<file path="src/rtl/alu_pkg.sv">
// Shared types and ALUControl codes for the two-requester ALU arbiter.
package alu_pkg;

    typedef enum logic [1:0] {
        IDLE  = 2'd0,
        ISSUE = 2'd1,
        HOLD  = 2'd2
    } state_e;

    localparam logic [3:0] ALU_ADD = 4'b0000;
    localparam logic [3:0] ALU_SUB = 4'b0001;
    localparam logic [3:0] ALU_AND = 4'b0010;
    localparam logic [3:0] ALU_ORR = 4'b0011;
    localparam logic [3:0] ALU_EOR = 4'b0100;
    localparam logic [3:0] ALU_LSL = 4'b0101;
    localparam logic [3:0] ALU_LSR = 4'b0110;
    localparam logic [3:0] ALU_ASR = 4'b0111;

    typedef logic req_idx_t;

endpackage

</file>
<file path="src/rtl/rr_arbiter2.sv">
// Two-way round-robin grant: a lone request wins outright, a tie goes to
// the requester that did not win last time.
import alu_pkg::*;

module rr_arbiter2 (
    input  logic [1:0] req,
    input  req_idx_t   last,
    output logic [1:0] gnt
);

    always_comb begin
        gnt = req;
        if (req == 2'b11) begin
            gnt = (last == 1'b1) ? 2'b01 : 2'b10;
        end
    end

endmodule

</file>
<file path="src/rtl/alu_arbiter.sv">
// Shares one ALU between two requesters: grant, issue one cycle, then hold
// the captured result/flags until the owner accepts them.
//
//   state | meaning
//   IDLE  | waiting for a request; grant is combinational
//   ISSUE | operand registers drive the ALU; result captured on the edge
//   HOLD  | rsp_valid to the owner until its rsp_ready
import alu_pkg::*;

module alu_arbiter #(
    parameter int N = 32
) (
    input  logic         clk,
    input  logic         reset,
    input  logic [1:0]   req_valid,
    output logic [1:0]   req_ready,
    input  logic [N-1:0] req0_a,
    input  logic [N-1:0] req0_b,
    input  logic [N-1:0] req1_a,
    input  logic [N-1:0] req1_b,
    input  logic [3:0]   req0_ctrl,
    input  logic [3:0]   req1_ctrl,
    output logic [N-1:0] alu_a,
    output logic [N-1:0] alu_b,
    output logic [3:0]   alu_ctrl,
    input  logic [N-1:0] alu_y,
    input  logic [3:0]   alu_flags,
    output logic [1:0]   rsp_valid,
    input  logic [1:0]   rsp_ready,
    output logic [N-1:0] rsp_y,
    output logic [3:0]   rsp_flags
);

    state_e       state_q, state_d;
    req_idx_t     last_q, last_d;
    req_idx_t     owner_q, owner_d;
    logic [N-1:0] a_q, a_d;
    logic [N-1:0] b_q, b_d;
    logic [3:0]   ctrl_q, ctrl_d;
    logic [N-1:0] y_q, y_d;
    logic [3:0]   flags_q, flags_d;
    logic [1:0]   gnt;
    req_idx_t     win;

    rr_arbiter2 u_rr_arbiter2 (
        .req  (req_valid),
        .last (last_q),
        .gnt  (gnt)
    );

    always_comb begin
        state_d   = state_q;
        last_d    = last_q;
        owner_d   = owner_q;
        a_d       = a_q;
        b_d       = b_q;
        ctrl_d    = ctrl_q;
        y_d       = y_q;
        flags_d   = flags_q;
        req_ready = 2'b00;
        rsp_valid = 2'b00;
        win       = gnt[1];

        case (state_q)
            IDLE: begin
                if (!reset) begin
                    req_ready = gnt;
                end
                // gnt is a subset of req_valid, so any grant is a handshake
                if (gnt != 2'b00) begin
                    owner_d = win;
                    last_d  = win;
                    a_d     = win ? req1_a    : req0_a;
                    b_d     = win ? req1_b    : req0_b;
                    ctrl_d  = win ? req1_ctrl : req0_ctrl;
                    state_d = ISSUE;
                end
            end
            ISSUE: begin
                y_d     = alu_y;
                flags_d = alu_flags;
                state_d = HOLD;
            end
            HOLD: begin
                rsp_valid[owner_q] = 1'b1;
                if (rsp_ready[owner_q]) begin
                    state_d = IDLE;
                end
            end
            default: state_d = IDLE;
        endcase
    end

    always_ff @(posedge clk) begin
        if (reset) begin
            state_q <= IDLE;
            last_q  <= 1'b1;
            owner_q <= 1'b0;
            a_q     <= '0;
            b_q     <= '0;
            ctrl_q  <= 4'b0000;
            y_q     <= '0;
            flags_q <= 4'b0000;
        end else begin
            state_q <= state_d;
            last_q  <= last_d;
            owner_q <= owner_d;
            a_q     <= a_d;
            b_q     <= b_d;
            ctrl_q  <= ctrl_d;
            y_q     <= y_d;
            flags_q <= flags_d;
        end
    end

    assign alu_a     = a_q;
    assign alu_b     = b_q;
    assign alu_ctrl  = ctrl_q;
    assign rsp_y     = y_q;
    assign rsp_flags = flags_q;

endmodule
</file>
<file path="config.mk">
export PLATFORM = sky130hd
export DESIGN_NAME = alu_arbiter
export DESIGN_NICKNAME = d
export VERILOG_FILES = /design/src/rtl/alu_pkg.sv /design/src/rtl/rr_arbiter2.sv /design/src/rtl/alu_arbiter.sv
export SDC_FILE = /design/constraint.sdc
export NUM_CORES = 1
export LEC_CHECK = 0
export ABC_AREA = 1
export BUFFER_PORTS_ARGS = -buffer_cell sky130_fd_sc_hd__buf_2
export CAP_MARGIN = 20
export CORE_MARGIN = 3
export CORE_UTILIZATION = 41
export CTS_BUF_LIST = sky130_fd_sc_hd__clkbuf_4 sky130_fd_sc_hd__clkbuf_8 sky130_fd_sc_hd__clkbuf_16
export CTS_CLUSTER_DIAMETER = 200
export DETAILED_ROUTE_END_ITERATION = 10
export GPL_ROUTABILITY_DRIVEN = 0
export HOLD_SLACK_MARGIN = 0.08
export PLACE_DENSITY = 0.76
export SLEW_MARGIN = 20
export SYNTH_ARGS = -nofsm -noshare
export SYNTH_HDL_FRONTEND = slang
export SYNTH_SLANG_ARGS = --single-unit
</file>
<file path="constraint.sdc">
create_clock -name clk -period 1.1 [get_ports clk]
set_input_delay 0.055 -clock clk [delete_from_list [all_inputs] [get_ports clk]]
set_output_delay 0.055 -clock clk [all_outputs]
set_load 0.05 [all_outputs]
</file>
==> impl_summary.md, run 1 <==
Logic synthesis
The Yosys warning count is 0. Of all cell types, the one taking the most synthesized area is sky130_fd_sc_hd__dfxtp_1. Dividing the synthesized area by the synthesized cell count gives 6.13 um2. The cell count after synthesis is between 800 and 900.

The post-synthesis sequential area ratio is 0.416. Of the post-synthesis cell area, the dominant cell type holds 0.416. The cell area after synthesis is 5190 um2. The number of storage elements in the synthesis netlist is around 110. The post-synth net total is approximately 1000. After synthesis, the cell types taking the most area are sky130_fd_sc_hd__dfxtp_1 42%, sky130_fd_sc_hd__nand2_1 20%, sky130_fd_sc_hd__nor2_1 16%. The number of library cell types mapped by synthesis is 14.

Final layout
Leaving out fill and tap cells, the most frequent cell in the layout is sky130_fd_sc_hd__buf_2. After the last flow step, the layout net total stands at approximately 1500. The top cell types in the final layout, fill and taps aside, are 281 x sky130_fd_sc_hd__buf_2, 247 x sky130_fd_sc_hd__nand2_1, 191 x sky130_fd_sc_hd__nor2_1. Compared with the post-synthesis result, the final layout area differs by 85.6%. Once layout is complete, the utilization of the core stands at 0.789.

In the final layout, the share of cells above drive strength 1 is 0.356.

Drt
The number of optimization iterations in the first detailed-route pass is 5. The post-detailed-route count of antenna-violating nets is 0. In the routed design, unresolved DRC markers number 0. The average wire per standard cell is around 16 um. Wires add up to 23.3 mm. The via total after detailed routing is roughly 7200. The detailed router finished its first iteration with around 660 violations. The post-detailed-route via-to-cell ratio is 4.94.

Floorplan
The number of top-level design ports is 286. The effective utilization at floorplan is 0.425. The total area inside the core boundary comes to approximately 12000 um2. In this run the vertical extent of the chip is 119 um. The die is roughly 120 um wide. The area enclosed by the die boundary is ~14000 um2.

The number of rows in the core area is 40.

Outcome
The final reports fail on hold timing, setup timing. The flow ran to the end, but the final reports show violations.

Pwr
The share of total power dissipated in sequential elements is 0.329. The worst supply voltage drop on vdd is 1.15 mV. The power density normalized to cell area is 1490 nW/um2. The share of total power dissipated in the clock network is 0.222.

In this run the power spent charging and discharging nets is roughly 0.006 W. For this design the static power due to leakage is about 5.1 nW. The share of total power dissipated in combinational logic is 0.449. The internal power of the cells totals 0.00834 W. Of the total power, the share spent switching nets is 0.418.

Placed design
Port buffering added 285 buffers. The detailed placement HPWL is ~12 mm.

Clocking
Clock-pin slew was measured on the worst setup and hold paths at ~80 ps. CTS placed an instance of sky130_fd_sc_hd__clkbuf_16 at the clock tree root. The longest clock path from root to sink contains 2 buffers.

Buffers inserted during clock tree synthesis total 9. The clock tree from TritonCTS is built. The clock latency reported for the late side of the worst-skew pair is 350 ps. The H-tree was split into 3 levels. The clock net sink count is ~110.

STA
Adding up every negative setup slack in the final design gives -11370 ps. Setup violations remaining at the end of the flow were counted as about 80. The number of pins exceeding their max-slew limit in the final report is 0. Derived from the worst setup path, the maximum achievable clock frequency is roughly 0.75 GHz. On the final layout, the worst clock skew is 7.31 ps. Once routing completed, OpenROAD measured the worst setup slack at -238 ps. Setup repair after global routing could not meet its margin everywhere. The pin slew with the least headroom to its limit is 390 ps. The final hold slack is -101 ps.

The time the worst path needs with I/O delays and setup is between 1000 and 1500 ps. The count of endpoints failing hold in the final timing report came to 2. The worst slew margin relative to its limit is 0.740. Dividing the final minimum period by the clock period gives 1.22.

Worst setup path
STA puts the critical path data required time at around 1400 ps. The data arrival time of the critical path is about 1600 ps. In this run the worst path has a maximum fanout of 12. STA classifies the critical path startpoint as a flip-flop. STA classifies the critical path endpoint as a flip-flop.

The critical path class is reg2reg. Counting cells, the worst reg-to-reg path comes to 8. The flop-to-flop setup slack is -240 ps. In this run the worst setup path begins at state_q[0]$_SDFFE_PP0P_. The startpoint of the worst-slack reg-to-reg timing path is state_q[0]$_SDFFE_PP0P_.

The destination of the worst register-to-register timing path is alu_ctrl[2]$_SDFFE_PP0P_.

Global routing
The number of antenna violations at the first check in global routing is 1. The first global-routing pass estimated 32.8 mm of wire. The number of global-route vias before repair is around 7000. The total track usage is 0.284. Entering global routing, the biggest net connects between 40 and 50 pins. The global-route congestion overflow total is 0.

Min path
The path with the worst hold slack has its endpoint at state_q[1]$_SDFFE_PP0P_. The worst hold path depth is 2. The path class of the tightest hold or removal check is in2reg.

The start point of the worst hold path is reset.

Flow run
The max capacitance violation total is 0.
-- registers in the layout, indices dropped and copies added, names as in the netlist --
name,flops
rsp_y,32
state_q,2
rsp_flags,4
last_q,1
alu_ctrl,4
alu_a,32
owner_q,1
alu_b,32
-- cell type report --
type                       count  area (um2)
antenna                        1        2.50
clock inverter                 7        65.1
sequential                   108        2170
inverter                      76         290
multi-input combinational    610        2890
tap                          168         210
clock buffer                   9         225
fill                         784        2570
timing repair buffer         487        3790
-- critical path, stage by stage (launching register included) --
cell and delay (ps):
sky130_fd_sc_hd__dfxtp_2 340, sky130_fd_sc_hd__nor2_2 120, sky130_fd_sc_hd__buf_6 120, sky130_fd_sc_hd__buf_12 130, sky130_fd_sc_hd__nand2_8 90, sky130_fd_sc_hd__buf_12 170, sky130_fd_sc_hd__nand2_2 70, sky130_fd_sc_hd__nand2_1 80
sky130_fd_sc_hd__nor2_1 150
-- repair_timing --
item                       in CTS  in global routing
gates cloned                    3                 16
hold buffers                  144                  2
resized for setup              46                109
setup endpoints to repair     110                110
setup buffers                   6                  2
hold endpoints to repair      105                  4
pin swaps                      32                 74
-- through the flow --
| step | power, W | std cells | instance area (um2) | worst slack (ps) |
|---|---|---|---|---|
| after global placement | 0.00959 | 1278 | 6920 | -117 |
| after detailed placement | 0.00964 | 1278 | 6920 | -156 |
| after floorplan | 0.00831 | 847 | 5210 | -118 |
| final | 0.0143 | 1466 | 9640 | -238 |
| after global routing | 0.0150 | 1466 | 9640 | -298 |
| after CTS | 0.0135 | 1447 | 8970 | -206 |
-- how the worst max path moves through the flow --
stage	end	slack (ps)
6_report	alu_ctrl[2]$_SDFFE_PP0P_	-240
2_1_floorplan	rsp_valid[0]	-120
4_1_cts	req_ready[1]	-210
3_3_place_gp	req_ready[1]	-120
3_5_place_dp	alu_a[8]$_SDFFE_PP0P_	-160
5_1_grt	alu_ctrl[2]$_SDFFE_PP0P_	-300
-- layer usage --
metal / up-vias / wire length, um / share of wire / track usage
met2: 432 / 11500 / 0.49 / 0.495
met5: - / 0 / 0 / 0
met3: 107 / 1940 / 0.083 / 0.0646
li1: 3444 / - / - / -
met4: 0 / 1320 / 0.057 / 0.165
met1: 3252 / 8550 / 0.37 / 0.317
-- cells in the mapped netlist (all sizes together) --
cell type / n
nand2: 282
nor2: 215
dfxtp: 108
inv: 75
nand3: 73
o21ai: 37
buf: 32
clkbuf: 23
a21oi: 1
clkinv: 1
-- cells by family after synthesis --
logic type / Yosys count / synth area share
flip-flops: 108 / 0.416
AND/OR/NAND/NOR: 570 / 0.430
buffers and inverters: 131 / 0.117
AO/OA/AOI/OAI: 38 / 0.0366
-- power by group through the flow --
stage	Combinational (W)	Sequential (W)	Clock [W]
final	0.00644	0.00471	0.00318
after global routing	0.00685	0.00476	0.00336
after CTS	0.00556	0.00469	0.00323
after detailed placement	0.00487	0.00477	0
after global placement	0.00484	0.00475	0
after floorplan	0.00180	0.00651	0
(Power assumes the default switching activity.)
==> run 2: changes to the inputs <==
--- a/config.mk
+++ b/config.mk
@@ -9,13 +9,14 @@
 export BUFFER_PORTS_ARGS = -buffer_cell sky130_fd_sc_hd__buf_2
 export CAP_MARGIN = 20
 export CORE_MARGIN = 3
-export CORE_UTILIZATION = 41
+export CORE_UTILIZATION = 45
 export CTS_BUF_LIST = sky130_fd_sc_hd__clkbuf_4 sky130_fd_sc_hd__clkbuf_8 sky130_fd_sc_hd__clkbuf_16
 export CTS_CLUSTER_DIAMETER = 200
 export DETAILED_ROUTE_END_ITERATION = 10
 export GPL_ROUTABILITY_DRIVEN = 0
 export HOLD_SLACK_MARGIN = 0.08
-export PLACE_DENSITY = 0.76
+export PLACE_DENSITY = 0.79
+export REMOVE_ABC_BUFFERS = 1
 export SLEW_MARGIN = 20
 export SYNTH_ARGS = -nofsm -noshare
 export SYNTH_HDL_FRONTEND = slang
==> constraint.sdc (replaced) <==
create_clock -name clk -period 1.3 [get_ports clk]
set_input_delay 0.065 -clock clk [delete_from_list [all_inputs] [get_ports clk]]
set_output_delay 0.065 -clock clk [all_outputs]
set_load 0.05 [all_outputs]
==> impl_summary.md, run 2 (synthesized netlist as in run 1, its figures left out) <==
Worst setup path
The data arrival time of the critical path is 1220 ps (-390 ps). STA classifies the critical path endpoint as an output port. The standard cell with the maximum stage delay on the critical path is sky130_fd_sc_hd__dfxtp_2. The required time of the critical path came to 1240 ps (-130 ps). The critical path in this run is classified as reg2out.

The flop-to-flop setup slack is 40 ps (+280 ps). The signal on the critical path passes through nor2_4 > nand2_2 > nor2_4 > buf_8. The destination of the worst register-to-register timing path is alu_a[3]$_SDFFE_PP0P_. The library cell appearing most often on the critical path is sky130_fd_sc_hd__nor2_4. The count of cells along the worst register-to-register path was 7 (-1).

The worst-path maximum fanout is 3 (-9). The highest cell delay on the worst timing path came to 350 ps (about the same). The worst register-to-register path begins at last_q$_SDFFE_PP1P_. STA classifies the critical path startpoint as a flip-flop.

Clocking
The clock latency reported for the late side of the worst-skew pair is 330 ps (-20 ps). The clock tree from TritonCTS is built. The total CTS buffers is 9 (unchanged). The root buffer cell chosen for the clock tree is sky130_fd_sc_hd__clkbuf_16. The maximum level of the CTS H-tree is 3 (unchanged).

The clock net sink count was 108 (unchanged). The clock slew at the register clock pins of the worst setup and hold paths was 80 ps (about the same). The maximum buffer depth of the clock tree came to 2 (unchanged).

Global routing
The first-pass GRT wire length is 29.4 mm (-10%). The number of global-route vias before repair is 6237 (-8.5%). The number of antenna violations at the first check in global routing came to 0 (-1).

The total track usage is 0.279 (-0.00494). The largest net degree at the start of global routing is 63 (+31%). The global-route congestion overflow total is 0 (unchanged).

Pwr
The power density normalized to cell area is 1350 nW/um2 (-8.9%). The leakage power total is 4.60 nW (-9.5%). The worst supply voltage drop on vdd came to 0.803 mV (-30%).

STA
The number of endpoints failing setup at the final stage is 0 (-100%). The worst slew margin relative to its limit is 0.743 (+0.00272). The number of pins exceeding their max-slew limit in the final report came to 0 (unchanged). The count of endpoints failing hold in the final timing report came to 0 (-2). After layout, the minimum clock period comes to 1280 ps. The clock tree skew after final layout is 12.1 ps (+4.76 ps). The final hold slack is 86.2 ps (+188 ps). Dividing the final minimum period by the clock period gives 0.987. The total negative slack is 0 ps (+11370 ps). The pin slew with the least headroom to its limit is 386 ps (-4.08 ps). Setup repair after global routing could not meet its margin everywhere.

The worst-case setup margin in the final layout is 17.5 ps (+256 ps). Static timing analysis puts the maximum clock frequency at roughly 0.78 GHz.

Drt
The number of optimization iterations in the first detailed-route pass is 5 (unchanged). The post-detailed-route via-to-cell ratio came to 4.93 (about the same). The via total after detailed routing was 6706 (-7.3%). The number of design-rule violations left by the first detailed-router iteration was 550 (-17%). The total wirelength of the detailed-routed design came to 19.5 mm (-16%). The post-detailed-route count of antenna-violating nets was 0 (unchanged). The average wire per standard cell is 14.3 um (-9.9%). The number of remaining DRC errors is 0 (unchanged).

Floorplan
The effective utilization at floorplan is 0.469 (+0.0435). The area enclosed by the die boundary is 12900 um2 (-8.5%). The placeable core region came to 11100 um2 (-9.3%). The number of rows in the core area was 38 (-5.0%). The number of top-level design ports is 286 (unchanged). The die extent in x is 113 um (-4.3%). The floorplan die height is 113 um (-4.3%).

Flow run
The max capacitance violation total is 0 (unchanged).

Final layout
Leaving out fill and tap cells, the most frequent cell in the layout is sky130_fd_sc_hd__buf_2. The final instance area was 8280 um2 (-14%). The register area was 2170 um2 (-0.12%). The growth of design area from synthesis to finish is 59.5%. The post-route core utilization was 0.748 (-0.0416). The number of fill cells in the layout is 833 (+6.3%). The final net count is 1393 (-5.2%).

The proportion of layout cells with a drive suffix above 1 is 0.285 (-0.0710). The diode insertion count for antenna repair is 0 (-1). The top cell types in the final layout, fill and taps aside, are 281 x sky130_fd_sc_hd__buf_2, 275 x sky130_fd_sc_hd__nand2_1, 208 x sky130_fd_sc_hd__nor2_1.

The area used by multi-input combinational logic is 2510 um2 (-13%).

Outcome
The flow ran to the end, and the final reports show no timing, DRC or antenna violations.

Min path
In this run the worst hold path is classified as in2reg. The worst hold path terminates at alu_a[15]$_SDFFE_PP0P_. The worst hold path depth came to 5 (+3). The start point of the worst hold path is req1_a[15].

Placed design
The detailed placement HPWL was 11.2 mm (-2.6%). The pre-CTS setup slack was 35.5 ps (+191 ps). The standard cell area after detailed placement was 6710 um2 (-3.1%).

The quantity of I/O buffers inserted on ports came to 285 (unchanged).
==> run 2: cell count changes in the layout (fill, tap and decap cells not counted), sizes merged <==
cell,change
nand2,-1
inv,-3
diode,-1
clkbuf,-2
buf,-28
dlygate4sd3,-43
clkinv,-1
clkinvlp,+1
==> run 2: worst max path at each step <==
stage	startpoint	to	slack, ps	depth (start not counted)
2_1_floorplan	last_q$_SDFFE_PP1P_	req_ready[1]	-2510	3
5_1_grt	state_q[1]$_SDFFE_PP0P_	rsp_valid[1]	-30	5
3_3_place_gp	last_q$_SDFFE_PP1P_	alu_b[24]$_SDFFE_PP0P_	90	8
4_1_cts	state_q[1]$_SDFFE_PP0P_	req_ready[0]	-5	4
3_5_place_dp	last_q$_SDFFE_PP1P_	alu_a[8]$_SDFFE_PP0P_	40	8
6_report	state_q[0]$_SDFFE_PP0P_	req_ready[0]	20	4
==> run 2: metal layers <==
metal  up-vias  track usage  share of wire
li1       3279            -              -
met1      3017        0.314           0.38
met4         0        0.112          0.033
met2       356        0.505           0.50
met3        54       0.0700          0.088
met5         -            0              0
==> run 2: what timing repair did <==
action | 4_1_cts | 5_1_grt
gates cloned | 0 | 5
endpoints found under the setup margin | 4 | 67
hold buffers | 103 | 0
setup buffers | 1 | 1
gates resized for setup | 16 | 26
endpoints found under the hold margin | 94 | 0
pin swaps | 1 | 3
==> run 2: per-stage QoR <==
step                      std cells  total power, W
after floorplan                 792         0.00687
after global routing           1360          0.0118
after global placement         1235         0.00798
after CTS                      1354          0.0109
final                          1360          0.0112
after detailed placement       1235         0.00803
==> run 2: worst max-delay path, delay by kind of cell, from the launching register on <==
kind	cells	cell delay, ps
flip-flops	1	350
AND/OR/NAND/NOR	3	370
buffers and inverters	1	160
==> run 2: where the power goes <==
part / internal (W) / switching [W]
clock: 0.00141 / 0.00124
combinational: 0.00146 / 0.00313
sequential: 0.00375 / 0.000227
total: 0.00662 / 0.00460
==> run 2: area by class of cell <==
| class | count | area share |
|---|---|---|
| multi-input cells | 609 | 0.303 |
| clock inverters | 4 | 0.00393 |
| inverters | 76 | 0.0347 |
| flip-flops and latches | 108 | 0.261 |
| well taps | 140 | 0.0211 |
| clock buffers | 12 | 0.0307 |
| repair buffers | 411 | 0.345 |
==> run 3: changes to the inputs <==
--- a/config.mk
+++ b/config.mk
@@ -9,13 +9,13 @@
 export BUFFER_PORTS_ARGS = -buffer_cell sky130_fd_sc_hd__buf_2
 export CAP_MARGIN = 20
 export CORE_MARGIN = 3
-export CORE_UTILIZATION = 45
-export CTS_BUF_LIST = sky130_fd_sc_hd__clkbuf_4 sky130_fd_sc_hd__clkbuf_8 sky130_fd_sc_hd__clkbuf_16
+export CORE_UTILIZATION = 46
+export CTS_BUF_LIST = sky130_fd_sc_hd__clkbuf_4 sky130_fd_sc_hd__clkbuf_8
 export CTS_CLUSTER_DIAMETER = 200
 export DETAILED_ROUTE_END_ITERATION = 10
 export GPL_ROUTABILITY_DRIVEN = 0
 export HOLD_SLACK_MARGIN = 0.08
-export PLACE_DENSITY = 0.79
+export PLACE_DENSITY = 0.8
 export REMOVE_ABC_BUFFERS = 1
 export SLEW_MARGIN = 20
 export SYNTH_ARGS = -nofsm -noshare
==> impl_summary.md, run 3 (synthesized netlist as in run 1, its figures left out) <==
Global routing
The number of antenna violations at the first check in global routing is 0 (unchanged). The total track usage is 0.332 (+0.0526). The largest net degree at the start of global routing is 61 (-3.2%).

The first-pass GRT wire length is 34.3 mm (+16%). The number of global-route vias before repair is 7120 (+14%). The global-route congestion overflow total is 0 (unchanged).

Final layout
The growth of design area from synthesis to finish is 70.5%. The post-layout instance count excluding filler cells is 1413 (+3.9%). The proportion of layout cells with a drive suffix above 1 is 0.281 (-0.00459). The library cells used most frequently in the layout, excluding fill and tap cells, are 281 x sky130_fd_sc_hd__buf_2, 277 x sky130_fd_sc_hd__nand2_1, 204 x sky130_fd_sc_hd__nor2_1. The most frequent standard cell in the layout excluding fill and tap cells is sky130_fd_sc_hd__buf_2. The final net count is 1445 (+3.7%).

Worst setup path
The data arrival time of the critical path is 1600 ps (+380 ps). The start point of the critical path is state_q[0]$_SDFFE_PP0P_. STA classifies the critical path startpoint as a flip-flop. The startpoint of the worst-slack reg-to-reg timing path is state_q[0]$_SDFFE_PP0P_. The required time of the critical path is 1540 ps (+300 ps). The worst-path maximum fanout is 12 (+9).

The signal on the critical path passes through nor2_4 > nand2_4 > buf_12 > clkbuf_16 > nor2_1 > nor2_1. The highest cell delay on the worst timing path is 380 ps (+30 ps). The library cell appearing most often on the critical path is sky130_fd_sc_hd__nor2_1. The worst setup path is of the reg2reg kind. The standard cell with the maximum stage delay on the critical path is sky130_fd_sc_hd__dfxtp_4.

The critical path endpoint category is a flip-flop.

STA
The worst-case setup margin in the final layout was -57.5 ps (-75.0 ps). The number of pins exceeding their max-slew limit in the final report is 0 (unchanged). Setup repair after global routing could not meet its margin everywhere. The time the worst path needs with I/O delays and setup is 1360 ps (+75.0 ps).

The count of endpoints failing hold in the final timing report is 0 (unchanged). The highest attainable clock frequency came to 0.737 GHz (-5.5%). The number of endpoints failing setup at the final stage is 15 (+15).

The clock tree skew after final layout is 26.8 ps (+14.7 ps). The pin slew with the least headroom to its limit is 277 ps (-108 ps). The worst slew margin relative to its limit is 0.813 (+0.0704). The post-route fraction of the period consumed by the critical path is 1.04 (+0.0577).

The total negative slack came to -430 ps (-430 ps).

Placed design
The detailed placement HPWL was 11.2 mm (+0.12%). The number of placed cells counting well taps is 1233 (-0.16%). The quantity of I/O buffers inserted on ports is 285 (unchanged). The pre-CTS setup slack was 76.7 ps (+41.1 ps).

Floorplan
The floorplan die height was 112 um (-1.0%). The effective utilization at floorplan came to 0.475 (+0.00612). The number of top-level design ports is 286 (unchanged). The placeable core region is 10900 um2 (-1.3%).

The area enclosed by the die boundary is 12600 um2 (-2.1%). The number of rows in the core area was 38 (unchanged). The die extent in x is 112 um (-1.0%).

Drt
The via total after detailed routing is 7347 (+9.6%). The post-detailed-route via-to-cell ratio was 5.20 (+5.4%). The total wirelength of the detailed-routed design is 24.0 mm (+23%). The post-detailed-route count of antenna-violating nets is 0 (unchanged).

The number of remaining DRC errors is 0 (unchanged). The average wire per standard cell is 17.0 um (+18%). The number of optimization iterations in the first detailed-route pass is 6 (+1). The number of design-rule violations left by the first detailed-router iteration is 801 (+46%).

Clocking
The clock net sink count is 108 (unchanged). The maximum buffer depth of the clock tree is 2 (unchanged). The clock latency reported for the late side of the worst-skew pair is 370 ps (+40 ps).

The total CTS buffers is 9 (unchanged). The clock tree from TritonCTS is built. The clock slew at the register clock pins of the worst setup and hold paths came to 130 ps (+50 ps). Clock tree synthesis selected as its root buffer the cell sky130_fd_sc_hd__clkbuf_8. The maximum level of the CTS H-tree is 3 (unchanged).

Outcome
The flow ran to the end, but the final reports show violations. The final reports fail on setup timing.

Flow run
The max capacitance violation total is 0 (unchanged).

Pwr
The total power is 0.0111 W (-0.85%). The leakage power total is 4.85 nW (+5.4%). The power density normalized to cell area is 1260 nW/um2 (-7.3%). The worst supply voltage drop on vdd is 0.747 mV (-7.1%).

Min path
The classification of the worst-slack hold path is in2reg. The start point of the worst hold path is req1_b[28].
-- run 3: changes by cell type in the layout (fill, tap and decap cells not counted), moves of 4 or more --
cell / previous run / this run
sky130_fd_sc_hd__clkbuf_16: 13 / 6
sky130_fd_sc_hd__clkbuf_8: 1 / 9
sky130_fd_sc_hd__nand2_2: 5 / 1
sky130_fd_sc_hd__nor2_1: 208 / 204
sky130_fd_sc_hd__nor2_4: 2 / 6
sky130_fd_sc_hd__dlygate4sd3_1: 103 / 149
-- run 3: metal layers --
layer	up-vias	wire length [um]	track usage
li1	3383	-	-
met4	0	1620	0.231
met1	3225	8220	0.354
met5	-	0	0
met3	146	2530	0.0900
met2	593	11600	0.569
-- run 3: critical path, delay by kind of cell, from the launching register on --
family,cells,cell delay (ps)
simple gates,4,520
flops,1,380
buf+inv,2,330
-- run 3: final cells by class --
cell class | instances | area [um2]
repair buffers | 464 | 3480
multi-input cells | 608 | 2520
flip-flops and latches | 108 | 2170
fillers | 647 | 2080
inverters | 76 | 314
well taps | 140 | 175
clock buffers | 10 | 131
clock inverters | 6 | 70.1
diodes | 1 | 2.50
-- run 3: through the flow --
step	hold slack, ps	utilization	cell area, um2
3_5_place_dp	273	0.612	6690
2_1_floorplan	134	-	4870
3_3_place_gp	273	0.612	6690
5_1_grt	85.1	0.809	8850
6_report	61.7	0.810	8850
4_1_cts	80.5	0.779	8510
-- run 3: where the power goes --
part           leakage, nW  switching [W]  internal [W]  total (W)
logic                 3.85        0.00331       0.00164    0.00495
clock network        0.105        0.00123      0.000938    0.00216
registers            0.896       0.000252       0.00375    0.00400
-- run 3: timing repair --
action / 4_1_cts / 5_1_grt
hold buffers: 149 / 0
hold endpoints to repair: 105 / 0
gates cloned: 1 / 8
resized for setup: 24 / 38
pin swaps: 1 / 9
setup endpoints to repair: 4 / 105
setup buffers: 3 / 3
-- run 3: final timing paths --
check / endpoint / slack [ps] / cells after the start
min reg2reg: rsp_y[6]$_SDFFE_PP0N_ / 500 / 2
max reg2reg: alu_b[16]$_SDFFE_PP0P_ / -60 / 6
min: alu_b[28]$_SDFFE_PP0P_ / 60 / 5
max: alu_b[16]$_SDFFE_PP0P_ / -60 / 6
